## src/rtl/seq_divider.sv

```systemverilog
// Sequential unsigned restoring divider.
// One quotient bit per clock with a start/busy/done handshake.
module seq_divider #(
  parameter int WIDTH = 8
) (
  input  logic             clk,
  input  logic             rst,
  input  logic             start,
  input  logic [WIDTH-1:0] in_A,
  input  logic [WIDTH-1:0] in_B,
  output logic [WIDTH-1:0] out_Q,
  output logic [WIDTH-1:0] out_R,
  output logic             busy,
  output logic             done,
  output logic             div_zero
);

  localparam int CW = (WIDTH > 2) ? $clog2(WIDTH) : 1;

  typedef enum logic [1:0] {
    IDLE = 2'd0,
    CALC = 2'd1,
    DONE = 2'd2
  } state_t;

  state_t           state;
  state_t           state_nx;
  logic [WIDTH-1:0] dvd;
  logic [WIDTH-1:0] dvs;
  logic [WIDTH-1:0] p;
  logic [CW-1:0]    cnt;

  logic [WIDTH:0]   p_sh;
  logic [WIDTH-1:0] sub;
  logic             ge;
  logic [WIDTH-1:0] p_nx;
  logic [WIDTH-1:0] q_nx;
  logic             b_zero;

  assign b_zero = (in_B == '0);

  // P < divisor holds between steps, so a WIDTH-bit difference is exact.
  assign p_sh = {p, dvd[WIDTH-1]};
  assign ge   = (p_sh >= {1'b0, dvs});
  assign sub  = p_sh[WIDTH-1:0] - dvs;
  assign p_nx = ge ? sub : p_sh[WIDTH-1:0];
  assign q_nx = {dvd[WIDTH-2:0], ge};

  assign busy = (state == CALC);
  assign done = (state == DONE);

  always_ff @(posedge clk or posedge rst) begin
    if (rst) begin
      state <= IDLE;
    end else begin
      state <= state_nx;
    end
  end

  always_comb begin
    state_nx = state;
    unique case (state)
      IDLE: begin
        if (start) state_nx = b_zero ? DONE : CALC;
      end
      CALC: begin
        if (cnt == '0) state_nx = DONE;
      end
      DONE: begin
        if (start) state_nx = b_zero ? DONE : CALC;
        else       state_nx = IDLE;
      end
      default: state_nx = IDLE;
    endcase
  end

  // Quotient bits shift into the dividend register as it empties.
  always_ff @(posedge clk or posedge rst) begin
    if (rst) begin
      dvd      <= '0;
      dvs      <= '0;
      p        <= '0;
      cnt      <= '0;
      out_Q    <= '0;
      out_R    <= '0;
      div_zero <= 1'b0;
    end else begin
      unique case (state)
        IDLE, DONE: begin
          if (start) begin
            if (!b_zero) begin
              dvd <= in_A;
              dvs <= in_B;
              p   <= '0;
              cnt <= CW'(WIDTH - 1);
            end else begin
              out_Q    <= '1;
              out_R    <= in_A;
              div_zero <= 1'b1;
            end
          end
        end
        CALC: begin
          dvd <= q_nx;
          p   <= p_nx;
          if (cnt == '0) begin
            out_Q    <= q_nx;
            out_R    <= p_nx;
            div_zero <= 1'b0;
          end else begin
            cnt <= cnt - 1'b1;
          end
        end
        default: ;
      endcase
    end
  end

endmodule

```

## config.mk

```make
export PLATFORM = sky130hd
export DESIGN_NAME = seq_divider
export DESIGN_NICKNAME = d
export VERILOG_FILES = /design/src/rtl/seq_divider.sv
export SDC_FILE = /design/constraint.sdc
export NUM_CORES = 1
export LEC_CHECK = 0
export ABC_AREA = 1
export BUFFER_PORTS_ARGS = -buffer_cell sky130_fd_sc_hd__buf_2
export CAP_MARGIN = 10
export CORE_MARGIN = 4
export CORE_UTILIZATION = 30
export CTS_BUF_LIST = sky130_fd_sc_hd__clkbuf_4
export DETAILED_ROUTE_END_ITERATION = 7
export GPL_ROUTABILITY_DRIVEN = 1
export PLACE_DENSITY = 0.48
export SLEW_MARGIN = 0
export SYNTH_ARGS = -nofsm -noshare
export SYNTH_HDL_FRONTEND = slang
export SYNTH_SLANG_ARGS = --single-unit
export TNS_END_PERCENT = 30
```

## constraint.sdc

```tcl
create_clock -name clk -period 2.2 [get_ports clk]
set_clock_uncertainty 0.1 [all_clocks]
set_input_delay 0.44 -clock clk [delete_from_list [all_inputs] [get_ports clk]]
set_output_delay 0.44 -clock clk [all_outputs]
set_load 0.05 [all_outputs]
```

==> flow_metrics.env, run 1 <==
export IMPL_clock_latency_ns=0.36
export IMPL_die_area_um2=10500
export IMPL_number_of_distinct_library_cells_after_synthesis=26
export IMPL_crit_required_ns=1.66
export IMPL_run_status="complete, but fails checks"
export IMPL_clkSlewWorstSetupHoldPaths_ns=0.14
export IMPL_totalWireLength_um=6660
export IMPL_floorplan_io_pins=38
export IMPL_first_pass_grt_wire_length_um=11300
export IMPL_clockBufferDepth=2
export IMPL_dieHeight_um=102
export IMPL_detail_route_iter0_violations=89
export IMPL_crit_fanout=26
export IMPL_async_reset_ff_share_pct=100
export IMPL_timing_critical_path_slowest_stage_cell="sky130_fd_sc_hd__dfrtp_1"
export IMPL_syn_cell_area_um2=2670
export IMPL_cts_sink_count=46
export IMPL_netlist_top_cells_area="sky130_fd_sc_hd__dfrtp_1 (43%), sky130_fd_sc_hd__nand2_1 (12%), sky130_fd_sc_hd__inv_1 (9.6%), sky130_fd_sc_hd__nand3_1 (6.8%), sky130_fd_sc_hd__ha_1 (4.7%)"
export IMPL_pin_count_of_the_biggest_net_entering_global_routing=27
export IMPL_postSynthRegisterBits=46
export IMPL_finalCritPeriodShare_pct=91.7
export IMPL_tritoncts_num_buffers=5
export IMPL_first_global_vias=2343
export IMPL_detailed_place_hpwl_um=5100
export IMPL_cp_start_kind="flip-flop"
export IMPL_cell_rows=34
export IMPL_path_cells="inv_2, nor2_4, buf_6, clkbuf_4"
export IMPL_max_freq_mhz=496
export IMPL_met2RoutedLength_um=3160
export IMPL_unrepaired_setup_endpoints_after_global_routing="no"
export IMPL_worst_r2r_cell_count=11
export IMPL_drt_met1_wl_um=3110
export IMPL_final_max_slew_violation_count=0
export IMPL_synth_net_count=388
export IMPL_yosys_area_top_type="sky130_fd_sc_hd__dfrtp_1"
export IMPL_placed_cells=502
export IMPL_final_cells=510
export IMPL_layout_drive_gt1_share_pct=16.2
export IMPL_cp_end_kind="output pin"
export IMPL_global_route_overflow_total=0
export IMPL_fin_worst_hold_slack_ns=-0.00626
export IMPL_cts_post_setup_buffers_inserted=0
export IMPL_drv_cap=0
export IMPL_vias_per_cell=4.57
export IMPL_path_class="flip-flop to output pin"
export IMPL_crit_path_max_incr_delay_ns=0.41
export IMPL_synthTopCellsByCount="sky130_fd_sc_hd__nand2_1 (85), sky130_fd_sc_hd__inv_1 (68), sky130_fd_sc_hd__dfrtp_1 (46)"
export IMPL_antenna_fix_cells=0
export IMPL_final_hold_viol_count=4
export IMPL_clock_tree_htree_level_count=2
export IMPL_drc_errors_left=0
export IMPL_finalWorstPathRequiredPeriod_ns=2.02
export IMPL_wl_per_cell_um=13.1
export IMPL_cp_data_arrival_time_ns=1.48
export IMPL_ys_dominant_reg_cell="sky130_fd_sc_hd__dfrtp_1"
export IMPL_yosys_cell_count_top_type="sky130_fd_sc_hd__nand2_1"
export IMPL_vias=2330
export IMPL_track_usage_pct=13.8
export IMPL_antenna_violations_before_repair=0
export IMPL_flow_area_growth_from_synthesis_pct=15.1
export IMPL_violations="hold timing"
export IMPL_postSynthAreaPerCell_um2=7.45
export IMPL_gp_routability_congestion=0.874
export IMPL_yosysWarningCount=0
export IMPL_floorplan_initialDensity_pct=30.7
export IMPL_drtPass1Iterations=4
export IMPL_synth_edf_count=0
export IMPL_hold_path_class="primary input to async pin"
export IMPL_slew_headroom_pct=63.9
export IMPL_top_layer_used="met4"
export IMPL_port_buffers=37
export IMPL_antenna_left=0
export IMPL_final_net_count=431
export IMPL_post_synth_inst_count=358
export IMPL_seq_area_frac_synth_pct=43.2
export IMPL_met3RoutedLength_um=293
export IMPL_chipWidth_um=102
export IMPL_setup_tns_final_ns=0
export IMPL_setup_violations_final=0
export IMPL_cts_root_buf="sky130_fd_sc_hd__clkbuf_4"
export IMPL_max_slew_worst_pin_slew_ns=0.541
export IMPL_tritoncts_clock_tree="done"
export IMPL_core_area_um2=8680
export IMPL_yosysTopAreaCellShare_pct=43.2
## per-stage QoR
stage / hold WS [ns] / utilization (%) / worst slack, ns / cell area, um^2
after floorplan: 0.352 / - / 0.402 / 2670
after global placement: 0.370 / 34.6 / 0.176 / 3000
after detailed placement: 0.375 / 34.6 / 0.142 / 3000
after CTS: 0.00709 / 35.2 / 0.0720 / 3060
after global routing: 0.0150 / 35.4 / 0.0223 / 3070
final: -0.00626 / 35.4 / 0.182 / 3070
## layout make-up
class                           count  area [um^2]
Tap cell                          108          135
Sequential cell                    46         1150
Multi-Input combinational cell    232         1190
Clock buffer                        5         37.5
Timing Repair Buffer               47          279
Clock inverter                      3         16.3
Inverter                           69          259
Fill cell                         973         5610
## per-layer routing
layer	track usage [%]	up-vias
li1	-	1209
met1	18.0	1060
met2	22.9	53
met3	2.80	8
met4	4.14	0
met5	0	-
## cell usage in the layout (no fill, tap or decap)
cell | synthesis | final
sky130_fd_sc_hd__inv_1 | 68 | 67
sky130_fd_sc_hd__nor2_1 | 32 | 32
sky130_fd_sc_hd__nand3_1 | 36 | 35
sky130_fd_sc_hd__buf_4 | 1 | 8
sky130_fd_sc_hd__or2_4 | 1 | 1
sky130_fd_sc_hd__xor2_1 | 2 | 2
sky130_fd_sc_hd__nand2_4 | 1 | 1
sky130_fd_sc_hd__a21oi_1 | 6 | 6
sky130_fd_sc_hd__nand2_1 | 85 | 85
sky130_fd_sc_hd__clkbuf_4 | 0 | 6
sky130_fd_sc_hd__buf_2 | 4 | 36
sky130_fd_sc_hd__a31oi_1 | 7 | 7
sky130_fd_sc_hd__nor2_4 | 1 | 1
sky130_fd_sc_hd__fa_2 | 0 | 1
sky130_fd_sc_hd__xnor2_1 | 1 | 1
sky130_fd_sc_hd__o21ai_0 | 25 | 25
sky130_fd_sc_hd__or2_1 | 4 | 4
sky130_fd_sc_hd__clkinv_4 | 0 | 1
sky130_fd_sc_hd__buf_6 | 3 | 1
sky130_fd_sc_hd__clkinv_1 | 0 | 2
sky130_fd_sc_hd__inv_2 | 1 | 2
sky130_fd_sc_hd__ha_1 | 10 | 10
sky130_fd_sc_hd__buf_12 | 0 | 1
sky130_fd_sc_hd__o211ai_1 | 3 | 3
sky130_fd_sc_hd__nand3_2 | 0 | 1
sky130_fd_sc_hd__nand4_1 | 12 | 12
sky130_fd_sc_hd__a21oi_4 | 1 | 1
sky130_fd_sc_hd__or2_2 | 4 | 4
sky130_fd_sc_hd__dfrtp_1 | 46 | 46
## critical path: cells and delay by family (launching register included)
kind          cells  cell delay [ns]
simple gates      1             0.12
buf+inv           3             0.58
flops             1             0.41
## registers in the layout (all words and copies together) (netlist names)
signal / flops
state: 2
p: 8
dvd: 8
dvs: 8
div_zero: 1
out_Q: 8
out_R: 8
cnt: 3
## logic make-up (layout without fill, tap and decap cells)
kind of cell,Yosys count,in the layout,share of synthesized area (%)
compound gates,42,42,8.91
xor+xnor,3,3,0.985
fa+ha+maj,11,11,5.44
buf+inv,80,124,12.4
flops,46,46,43.2
simple gates,176,176,29.1
## worst paths after layout
kind                                           start                    to  slack, ns
min in group clk                             in_B[0]    dvs[0]$_DFFE_PP0P_       0.24
worst max register to register      p[1]$_DFFE_PP0P_  out_R[1]$_DFFE_PP0P_       0.20
max in group asynchronous                        rst  div_zero$_DFFE_PP0P_       1.39
worst max-delay path            state[0]$_DFFE_PP0P_                  busy       0.18
worst min register to register    dvs[3]$_DFFE_PP0P_    dvs[3]$_DFFE_PP0P_       0.40
worst min-delay path                             rst    cnt[1]$_DFFE_PP0P_     -0.006
## what timing repair did
action                     CTS  global route
gates resized for setup      0             4
setup endpoints to repair    0             8
hold buffers                 0             0
Power of run 1 is not shown: default switching activity piles up to over one toggle a cycle in this logic, so the estimate is an artifact.
==> run 2, diff against run 1 <==
--- a/config.mk
+++ b/config.mk
@@ -13,7 +13,7 @@
 export CTS_BUF_LIST = sky130_fd_sc_hd__clkbuf_4
 export DETAILED_ROUTE_END_ITERATION = 7
 export GPL_ROUTABILITY_DRIVEN = 1
-export PLACE_DENSITY = 0.48
+export PLACE_DENSITY = 0.5
 export SLEW_MARGIN = 0
 export SYNTH_ARGS = -nofsm -noshare
 export SYNTH_HDL_FRONTEND = slang
==> constraint.sdc (replaced) <==
create_clock -name clk -period 1.6 [get_ports clk]
set_clock_uncertainty 0.1 [all_clocks]
set_input_delay 0.32 -clock clk [delete_from_list [all_inputs] [get_ports clk]]
set_output_delay 0.32 -clock clk [all_outputs]
set_load 0.05 [all_outputs]
==> flow_metrics.env, run 2 (same netlist as run 1, synthesis figures left out) <==
export IMPL_cp_end_kind="flip-flop"
export IMPL_final_net_count=476
export IMPL_crit_fanout=10
export IMPL_first_pass_grt_wire_length_um=12100
export IMPL_port_buffers=37
export IMPL_detail_route_iter0_violations=91
export IMPL_sequential_cell_area_um2=1150
export IMPL_cell_rows=34
export IMPL_track_usage_pct=14.7
export IMPL_most_common_layout_cells="sky130_fd_sc_hd__nand2_1 (79), sky130_fd_sc_hd__inv_1 (59), sky130_fd_sc_hd__buf_4 (48), sky130_fd_sc_hd__dfrtp_1 (45), sky130_fd_sc_hd__buf_2 (35)"
export IMPL_unrepaired_setup_endpoints_after_global_routing="yes"
export IMPL_antenna_violations_before_repair=0
export IMPL_wl_per_cell_um=12.7
export IMPL_drv_cap=0
export IMPL_detailed_place_hpwl_um=5400
export IMPL_mostFrequentLayoutCell="sky130_fd_sc_hd__nand2_1"
export IMPL_layout_setup_ws_ns=-0.255
export IMPL_die_area_um2=10500
export IMPL_setup_violations_final=19
export IMPL_vias=2483
export IMPL_slew_headroom_pct=73.3
export IMPL_cts_root_buf="sky130_fd_sc_hd__clkbuf_4"
export IMPL_crit_required_ns=1.81
export IMPL_hold_path_class="primary input to flip-flop"
export IMPL_drc_errors_left=0
export IMPL_finalCritPeriodShare_pct=116
export IMPL_final_hold_viol_count=0
export IMPL_max_freq_mhz=539
export IMPL_flow_area_growth_from_synthesis_pct=38.0
export IMPL_floorplan_io_pins=38
export IMPL_cp_data_arrival_time_ns=2.06
export IMPL_antenna_fix_cells=0
export IMPL_path_class="flip-flop to flip-flop"
export IMPL_drtPass1Iterations=4
export IMPL_tritoncts_clock_tree="done"
export IMPL_gp_routability_congestion=0.852
export IMPL_clkSlewWorstSetupHoldPaths_ns=0.14
export IMPL_pin_count_of_the_biggest_net_entering_global_routing=33
export IMPL_layout_drive_gt1_share_pct=34.2
export IMPL_first_global_vias=2544
export IMPL_run_status="complete, but fails checks"
export IMPL_core_area_um2=8680
export IMPL_violations="setup timing"
export IMPL_clock_latency_ns=0.36
export IMPL_cts_sink_count=46
export IMPL_totalWireLength_um=7040
export IMPL_final_max_slew_violation_count=0
export IMPL_max_slew_worst_pin_slew_ns=0.401
export IMPL_tritoncts_num_buffers=5
export IMPL_clockBufferDepth=2
export IMPL_finalWorstPathRequiredPeriod_ns=1.85
export IMPL_post_route_util_pct=42.4
export IMPL_vias_per_cell=4.47
export IMPL_floorplan_initialDensity_pct=30.7
export IMPL_chipWidth_um=102
export IMPL_antenna_left=0
export IMPL_multi_input_comb_area_um2=1410
export IMPL_global_route_overflow_total=0
export IMPL_dieHeight_um=102
export IMPL_fillers=933
export IMPL_cp_start_kind="flip-flop"
export IMPL_clock_tree_htree_level_count=2
==> run 2: changes by cell type in the layout (fill, tap and decap cells not counted), moves of 4 or more <==
| cell | previous run | this run |
|---|---|---|
| sky130_fd_sc_hd__nor2_1 | 32 | 25 |
| sky130_fd_sc_hd__nand3_1 | 35 | 23 |
| sky130_fd_sc_hd__inv_1 | 67 | 59 |
| sky130_fd_sc_hd__ha_1 | 10 | 3 |
| sky130_fd_sc_hd__ha_4 | 0 | 7 |
| sky130_fd_sc_hd__nand2_2 | 0 | 5 |
| sky130_fd_sc_hd__nand3_2 | 1 | 12 |
| sky130_fd_sc_hd__buf_4 | 8 | 48 |
| sky130_fd_sc_hd__nand2_1 | 85 | 79 |
| sky130_fd_sc_hd__nor2_2 | 0 | 4 |
| sky130_fd_sc_hd__inv_2 | 2 | 10 |
==> run 2: stage by stage <==
stage	std cells	area, um^2	TNS [ns]	setup WS, ns	hold WS [ns]
3_5_place_dp	540	3390	-6.91	-0.349	0.234
4_1_cts	552	3590	-3.54	-0.267	0.112
6_report	555	3680	-3.58	-0.255	0.127
3_3_place_gp	540	3390	-6.82	-0.337	0.239
2_1_floorplan	358	2740	-2.28	-0.128	0.352
5_1_grt	555	3680	-5.69	-0.365	0.108
==> run 2: cell type report <==
cell class,instances,share of cell area [%]
Multi-Input combinational cell,232,38.2
Sequential cell,46,31.3
Timing Repair Buffer,92,18.2
Inverter,69,7.04
Tap cell,108,3.67
Clock buffer,6,1.22
Clock inverter,2,0.340
==> run 2: critical path, stage by stage (launching register included) <==
cell and delay [ns]:
sky130_fd_sc_hd__dfrtp_2 0.47, sky130_fd_sc_hd__ha_4 0.31, sky130_fd_sc_hd__nand2_2 0.06, sky130_fd_sc_hd__buf_4 0.14, sky130_fd_sc_hd__nor2_2 0.09, sky130_fd_sc_hd__nand3_1 0.06, sky130_fd_sc_hd__nand4_1 0.11, sky130_fd_sc_hd__buf_6 0.16
sky130_fd_sc_hd__nand3_1 0.12, sky130_fd_sc_hd__nand3_1 0.09, sky130_fd_sc_hd__nand2_1 0.05, sky130_fd_sc_hd__inv_1 0.04
==> run 2: final timing paths <==
path,from,endpoint,slack [ns],cells past startpoint
worst max-delay path,p[3]$_DFFE_PP0P_,out_R[2]$_DFFE_PP0P_,-0.25,11
worst min-delay path,in_B[0],dvs[0]$_DFFE_PP0P_,0.13,3
worst max register to register,p[3]$_DFFE_PP0P_,out_R[2]$_DFFE_PP0P_,-0.25,11
worst min register to register,cnt[2]$_DFFE_PP0P_,cnt[2]$_DFFE_PP0P_,0.40,2
max in group asynchronous,rst,p[3]$_DFFE_PP0P_,0.50,4
min in group asynchronous,rst,dvs[7]$_DFFE_PP0P_,0.38,3
==> run 2: what timing repair did <==
| item | 4_1_cts | 5_1_grt |
|---|---|---|
| resized for setup | 31 | 20 |
| pin swaps | 10 | 2 |
| endpoints found under the setup margin | 21 | 29 |
| hold buffers | 1 | 0 |
| setup buffers | 3 | 3 |
| endpoints found under the hold margin | 14 | 0 |
==> run 2: routing by layer <==
layer  track usage, %  up-vias  share of wire (%)
met5                0        -                  0
met4             3.43        0                1.3
met3             2.46        8                3.0
met2             25.0       39                 48
met1             19.5     1136                 48
li1                 -     1300                  -
Power of run 2 is left out for the same reason.
